### src/rtl/zmem_arb_if.sv
// Shared byte-wide memory bus between the arbiter (master) and the memory (slave).
// Requests are held until mem_ack; read data returns later on mem_rvalid.
interface zmem_arb_if #(
  parameter int ADDR_W = 22
);
  logic              mem_req;
  logic              mem_wr;
  logic [ADDR_W-1:0] mem_addr;
  logic [7:0]        mem_wdata;
  logic              mem_fetch;
  logic              mem_ack;
  logic              mem_rvalid;
  logic [7:0]        mem_rdata;

  modport master (
    output mem_req, mem_wr, mem_addr, mem_wdata, mem_fetch,
    input  mem_ack, mem_rvalid, mem_rdata
  );

  modport slave (
    input  mem_req, mem_wr, mem_addr, mem_wdata, mem_fetch,
    output mem_ack, mem_rvalid, mem_rdata
  );
endinterface

### src/rtl/zmem_arb.sv
// Z80/DMA arbiter for one shared memory port: CPU has priority, and a starvation
// counter forces a DMA grant after DMA_STARVE consecutive CPU grants.
module zmem_arb #(
  parameter int ADDR_W     = 22,
  parameter int DMA_STARVE = 4
) (
  input  logic              clk,
  input  logic              rst_n,
  input  logic              cpu_req,
  input  logic              cpu_wr,
  input  logic              cpu_fetch,
  input  logic [ADDR_W-1:0] cpu_addr,
  input  logic [7:0]        cpu_wdata,
  output logic [7:0]        cpu_rdata,
  output logic              cpu_done,
  output logic              cpu_wait,
  output logic              cpu_ovf,
  input  logic              dma_req,
  input  logic              dma_wr,
  input  logic [ADDR_W-1:0] dma_addr,
  input  logic [7:0]        dma_wdata,
  output logic              dma_ack,
  output logic [7:0]        dma_rdata,
  zmem_arb_if.master        mem
);

  typedef enum logic [2:0] {IDLE, C_REQ, C_RD, D_REQ, D_RD} state_t;

  localparam logic [3:0] STARVE_LIM = 4'(DMA_STARVE);

  state_t            state, state_nx;
  logic              pend, p_wr, p_fetch;
  logic [ADDR_W-1:0] p_addr;
  logic [7:0]        p_wdata;
  logic [3:0]        starve;
  logic              grant_c, grant_d, c_fin, d_fin;

  assign cpu_wait = pend | (state == C_REQ) | (state == C_RD);

  // A strobe arriving in IDLE already outranks DMA (unless starved), so the
  // IDLE cycle spent latching it does not let a waiting DMA slip in first.
  always_comb begin
    state_nx = state;
    grant_c  = 1'b0;
    grant_d  = 1'b0;
    c_fin    = 1'b0;
    d_fin    = 1'b0;
    case (state)
      IDLE: begin
        if ((pend | cpu_req) && (!dma_req || (starve < STARVE_LIM))) begin
          if (pend) begin
            grant_c  = 1'b1;
            state_nx = C_REQ;
          end
        end else if (dma_req) begin
          grant_d  = 1'b1;
          state_nx = D_REQ;
        end
      end
      C_REQ: if (mem.mem_ack) begin
        if (mem.mem_wr) begin
          c_fin    = 1'b1;
          state_nx = IDLE;
        end else begin
          state_nx = C_RD;
        end
      end
      C_RD: if (mem.mem_rvalid) begin
        c_fin    = 1'b1;
        state_nx = IDLE;
      end
      D_REQ: if (mem.mem_ack) begin
        if (mem.mem_wr) begin
          d_fin    = 1'b1;
          state_nx = IDLE;
        end else begin
          state_nx = D_RD;
        end
      end
      D_RD: if (mem.mem_rvalid) begin
        d_fin    = 1'b1;
        state_nx = IDLE;
      end
      default: state_nx = IDLE;
    endcase
  end

  always_ff @(posedge clk or negedge rst_n) begin
    if (!rst_n) state <= IDLE;
    else        state <= state_nx;
  end

  always_ff @(posedge clk or negedge rst_n) begin
    if (!rst_n) begin
      pend          <= 1'b0;
      p_wr          <= 1'b0;
      p_fetch       <= 1'b0;
      p_addr        <= '0;
      p_wdata       <= '0;
      starve        <= '0;
      cpu_rdata     <= '0;
      cpu_done      <= 1'b0;
      cpu_ovf       <= 1'b0;
      dma_ack       <= 1'b0;
      dma_rdata     <= '0;
      mem.mem_req   <= 1'b0;
      mem.mem_wr    <= 1'b0;
      mem.mem_addr  <= '0;
      mem.mem_wdata <= '0;
      mem.mem_fetch <= 1'b0;
    end else begin
      if (cpu_req && !pend) begin
        pend    <= 1'b1;
        p_wr    <= cpu_wr;
        p_fetch <= cpu_fetch;
        p_addr  <= cpu_addr;
        p_wdata <= cpu_wdata;
      end else if (c_fin) begin
        pend <= 1'b0;
      end
      if (cpu_req && pend) cpu_ovf <= 1'b1;

      cpu_done <= c_fin;
      dma_ack  <= d_fin;
      if (c_fin && (state == C_RD)) cpu_rdata <= mem.mem_rdata;
      if (d_fin && (state == D_RD)) dma_rdata <= mem.mem_rdata;

      if (grant_c) begin
        mem.mem_req   <= 1'b1;
        mem.mem_wr    <= p_wr;
        mem.mem_addr  <= p_addr;
        mem.mem_wdata <= p_wdata;
        mem.mem_fetch <= p_fetch;
        starve        <= dma_req ? starve + 4'd1 : 4'd0;
      end else if (grant_d) begin
        mem.mem_req   <= 1'b1;
        mem.mem_wr    <= dma_wr;
        mem.mem_addr  <= dma_addr;
        mem.mem_wdata <= dma_wdata;
        mem.mem_fetch <= 1'b0;
        starve        <= '0;
      end else if (mem.mem_req && mem.mem_ack) begin
        mem.mem_req <= 1'b0;
      end
    end
  end

endmodule

### src/flat_wrapper.sv
// flat-port wrapper written by rule: the top's interface ports become plain ports
module zmem_arb_flat 
#(
  parameter int ADDR_W     = 22,
  parameter int DMA_STARVE = 4
)
  (clk, rst_n, cpu_req, cpu_wr, cpu_fetch, cpu_addr, cpu_wdata, cpu_rdata, cpu_done, cpu_wait, cpu_ovf, dma_req, dma_wr, dma_addr, dma_wdata, dma_ack, dma_rdata, mem_mem_req, mem_mem_wr, mem_mem_addr, mem_mem_wdata, mem_mem_fetch, mem_mem_ack, mem_mem_rvalid, mem_mem_rdata);
  zmem_arb_if #(.ADDR_W(ADDR_W)) mem_i ();
  input  logic clk;
  input  logic rst_n;
  input  logic cpu_req;
  input  logic cpu_wr;
  input  logic cpu_fetch;
  input  logic [ADDR_W-1:0] cpu_addr;
  input  logic [7:0] cpu_wdata;
  output logic [7:0] cpu_rdata;
  output logic cpu_done;
  output logic cpu_wait;
  output logic cpu_ovf;
  input  logic dma_req;
  input  logic dma_wr;
  input  logic [ADDR_W-1:0] dma_addr;
  input  logic [7:0] dma_wdata;
  output logic dma_ack;
  output logic [7:0] dma_rdata;
  output wire logic [$bits(mem_i.mem_req)-1:0] mem_mem_req;
  output wire logic [$bits(mem_i.mem_wr)-1:0] mem_mem_wr;
  output wire logic [$bits(mem_i.mem_addr)-1:0] mem_mem_addr;
  output wire logic [$bits(mem_i.mem_wdata)-1:0] mem_mem_wdata;
  output wire logic [$bits(mem_i.mem_fetch)-1:0] mem_mem_fetch;
  input wire logic [$bits(mem_i.mem_ack)-1:0] mem_mem_ack;
  input wire logic [$bits(mem_i.mem_rvalid)-1:0] mem_mem_rvalid;
  input wire logic [$bits(mem_i.mem_rdata)-1:0] mem_mem_rdata;
  assign mem_mem_req = mem_i.mem_req;
  assign mem_mem_wr = mem_i.mem_wr;
  assign mem_mem_addr = mem_i.mem_addr;
  assign mem_mem_wdata = mem_i.mem_wdata;
  assign mem_mem_fetch = mem_i.mem_fetch;
  assign mem_i.mem_ack = mem_mem_ack;
  assign mem_i.mem_rvalid = mem_mem_rvalid;
  assign mem_i.mem_rdata = mem_mem_rdata;
  zmem_arb #(.ADDR_W(ADDR_W), .DMA_STARVE(DMA_STARVE)) u_core (.clk(clk), .rst_n(rst_n), .cpu_req(cpu_req), .cpu_wr(cpu_wr), .cpu_fetch(cpu_fetch), .cpu_addr(cpu_addr), .cpu_wdata(cpu_wdata), .cpu_rdata(cpu_rdata), .cpu_done(cpu_done), .cpu_wait(cpu_wait), .cpu_ovf(cpu_ovf), .dma_req(dma_req), .dma_wr(dma_wr), .dma_addr(dma_addr), .dma_wdata(dma_wdata), .dma_ack(dma_ack), .dma_rdata(dma_rdata), .mem(mem_i));
endmodule
### config.mk
export PLATFORM = sky130hd
export DESIGN_NAME = zmem_arb_flat
export DESIGN_NICKNAME = d
export VERILOG_FILES = /design/src/rtl/zmem_arb_if.sv /design/src/rtl/zmem_arb.sv /design/src/flat_wrapper.sv
export SDC_FILE = /design/constraint.sdc
export NUM_CORES = 1
export LEC_CHECK = 0
export ABC_CLOCK_PERIOD_IN_PS = 3500
export BUFFER_PORTS_ARGS = -buffer_cell sky130_fd_sc_hd__buf_4
export CELL_PAD_IN_SITES_DETAIL_PLACEMENT = 1
export CELL_PAD_IN_SITES_GLOBAL_PLACEMENT = 2
export CORE_MARGIN = 3
export CORE_UTILIZATION = 32
export CTS_CLUSTER_DIAMETER = 50
export DETAILED_ROUTE_END_ITERATION = 10
export PLACE_DENSITY_LB_ADDON = 0.1
export SLEW_MARGIN = 20
export SYNTH_ARGS = -nofsm -noshare
export SYNTH_HDL_FRONTEND = slang
export SYNTH_SLANG_ARGS = --single-unit
### constraint.sdc
create_clock -name clk -period 3.5 [get_ports clk]
set_clock_uncertainty 0.05 [all_clocks]
set_input_delay 0.875 -clock clk [delete_from_list [all_inputs] [get_ports clk]]
set_output_delay 0.875 -clock clk [all_outputs]
set_load 0.05 [all_outputs]
==> qor.txt <==
Layout area overhead = 35.7%
Setup Slack @ Placement = 0.860 ns
Achievable Freq = 413 MHz
RSZ-0062 raised after global routing = false
CP Capture Type = output port
# setup viols final = 0
Max Buffers Root-to-Sink = 2
met3 usage = 3.79%
# IOs = 130
CTS Sinks = 92
vias post-DR = 3,033
#FFs+latches synth = 92
outcome = finished, final reports clean
Final Slew Violations = 0
critical-path cell list = xnor2_1 > o21bai_1 > buf_4
cell accounting for the most synthesized area = dfrtp_1
grt met1 use = 20.6%
static leakage = 2.59 nW
Synth Area in Adders = 0.328%
final worst path period share = 69.2%
global-route wire length before repair = 17,100 um
fill count = 1,318
Routed Antenna Nets = 0
critical path launch point type = flop
mux contribution to synthesized area = 5.24%
FF/Latch Area = 0.00230 mm2
post-layout power = 5.62 mW
Synth top area share = 60.3%
Reg clk slew, reported paths = 0.06 ns
Initial DRC Count = 69
Hold Buf Count CTS = 0
Post-CTS Setup Bufs = 0
Cell Area, Synth = 0.00382 mm2
Placed Area = 0.00488 mm2
syn nets = 440
Max Cap Viol = 0
most numerous cell in the Yosys netlist = nand2_1
share of cells above drive strength 1 = 35.5%
# DRC = 0
hold path cells = 2
CP max-delay cell = dfrtp_1
Synth Area in XOR/XNOR = 0.229%
Core Footprint = 0.0116 mm2
post-route cell area = 0.00518 mm2
gr ovfl total = 0
antenna cells = 0
HP Start = u_core.p_wdata[0]$_DFFE_PN0P_
register area share after synthesis = 60.3%
initial antenna violation count = 0
DR pass1 iterations = 4
Max transition margin = 35.3%
Hold Fails Final Rpt = 0
Commonest cells post-synth = 109 x nand2_1, 92 x dfrtp_1, 37 x nor2_1
Die Footprint = 0.0133 mm2
GR Util met2 = 28.1%
latest clock arrival within the worst-skew pair = 0.34 ns
CP Max Fanout = 11
gr busiest metal = met2
PD cells = 1080 mW/mm2
root buffer cell = clkbuf_16
initial core utilization = 33.0%
clock period minus worst slack = 2.42 ns
Tot GR Track Use = 16.7%
fin util = 44.8%
TritonCTS clock tree = yes
critical path class = flop to output port
post-synthesis simple-gate area fraction = 20.0%
cell count after synthesis = 362
post-cts resize count = 0
routed wire length = 10,500 um
syn avg cell area = 10.5 um2
r2r endpoint = u_core.mem.mem_addr[13]$_DFFE_PN0P_
CP Data Required Time = 2.57 ns
Die X = 115 um
EDFF count, synth = 0
CP arrival = 1.50 ns
Most used DFF post-synth = dfrtp_1
Hold EP = u_core.p_wdata[0]$_DFFE_PN0P_
Hold Crit Class = flop to flop
Slew @ Worst Pin = 0.968 ns
Chip Height = 115 um
number of nets in the layout = 563
top post-synthesis cells by area = dfrtp_1 60%, nand2_1 11%, mux2_2 4.7%
IO buf count = 129
GPL Wtd Cong = 0.716
setup TNS = 0 ns
worst r2r src = u_core.state[0]$_DFFE_PN0P_
Multi-input gate area = 0.00138 mm2
Rows = 39
final setup margin = 1.08 ns
Critical Path Max Stage Delay = 0.52 ns
Via density = 4.79
Yosys warnings = 0
R2R setup slack = 1.12 ns
DR WL/cell = 16.6 um
reg2reg path depth = 4
vias in the first global route = 3,352
VDD IR-drop max = 0.375 mV
CTS HTree Levels = 3
Post-synth ARST share = 100%
largest family of logic cells by synthesized area = simple AND/OR/NAND/NOR gates
Synth cell types = 44
compound-cell area share of the yosys netlist = 10.1%
largest net degree at the start of global routing = 74
dpl hpwl = 7330 um
Num CTS Buffers = 9
-- flip-flops by register name, summed over array words and instances, names as in the netlist, 3 cells and up --
register,count
u_core.p_addr,22
u_core.state,3
u_core.cpu_rdata,8
u_core.mem.mem_wdata,8
u_core.p_wdata,8
u_core.starve,4
u_core.mem.mem_addr,22
u_core.dma_rdata,8
-- layout by cell type (no fill, tap or decap), types with 2 or more instances in the layout --
| cell type | netlist | routed |
|---|---|---|
| mux2i_1 | 2 | 2 |
| nor2_1 | 37 | 37 |
| inv_1 | 2 | 2 |
| nand3_1 | 2 | 2 |
| buf_4 | 4 | 135 |
| clkbuf_16 | 0 | 9 |
| and2_1 | 10 | 10 |
| clkbuf_8 | 0 | 5 |
| clkbuf_1 | 8 | 2 |
| dfrtp_1 | 92 | 92 |
| and3_1 | 2 | 2 |
| a21oi_1 | 3 | 3 |
| a31oi_1 | 6 | 6 |
| o21bai_1 | 2 | 2 |
| o22ai_1 | 15 | 15 |
| mux2_2 | 16 | 16 |
| o21ai_0 | 3 | 3 |
| nor2b_1 | 3 | 2 |
| a32o_1 | 2 | 2 |
| a221o_1 | 10 | 10 |
| nor4b_1 | 2 | 2 |
| nand2_1 | 109 | 109 |
-- how the worst max path moves through the flow --
stage | from | endpoint | slack, ns | cells after the start
final | u_core.state[0]$_DFFE_PN0P_ | cpu_wait | 1.08 | 3
after global routing | u_core.state[2]$_DFFE_PN0P_ | u_core.mem.mem_addr[9]$_DFFE_PN0P_ | 0.82 | 4
after CTS | u_core.state[2]$_DFFE_PN0P_ | u_core.mem.mem_addr[13]$_DFFE_PN0P_ | 1.05 | 4
after detailed placement | dma_req | u_core.mem.mem_addr[13]$_DFFE_PN0P_ | 0.86 | 5
after global placement | dma_req | u_core.mem.mem_addr[12]$_DFFE_PN0P_ | 0.88 | 5
after floorplan | u_core.state[0]$_DFFE_PN0P_ | cpu_wait | 1.16 | 3
-- power by group --
| group | leakage (nW) | switching (mW) | internal, mW |
|---|---|---|---|
| sequential | 1.13 | 0.325 | 1.56 |
| clock | 0.149 | 0.392 | 0.580 |
| combinational | 1.31 | 1.83 | 0.938 |
| total | 2.59 | 2.54 | 3.08 |
-- layout make-up --
cell class	count	area share [%]
Inverter	2	0.145
Timing Repair Buffer	135	19.6
Clock buffer	16	5.82
Tap cell	143	3.45
Multi-Input combinational cell	245	26.6
Sequential cell	92	44.4
-- layer usage --
layer,share of wire [%],vias to the layer above
met4,1.9,0
met5,0,-
met2,50,76
met1,43,1488
met3,5.2,13
li1,-,1456
-- stage by stage --
stage,std cells,hold slack (ns)
2_1_floorplan,362,0.387
3_3_place_gp,617,0.396
3_5_place_dp,617,0.406
4_1_cts,633,0.421
5_1_grt,633,0.448
6_report,633,0.414
-- critical path, delay by kind of cell, from the launching register on --
kind,cells,cell delay [ns]
compound gates,1,0.21
flops,1,0.52
xor+xnor,1,0.19
buf+inv,1,0.24
-- cell families after synthesis --
kind of cell    after synthesis
xor+xnor                      1
mux                          18
simple gates                176
flops                        92
fa+ha+maj                     1
buf+inv                      25
compound gates               49
Power figures use the tool's default switching activity.
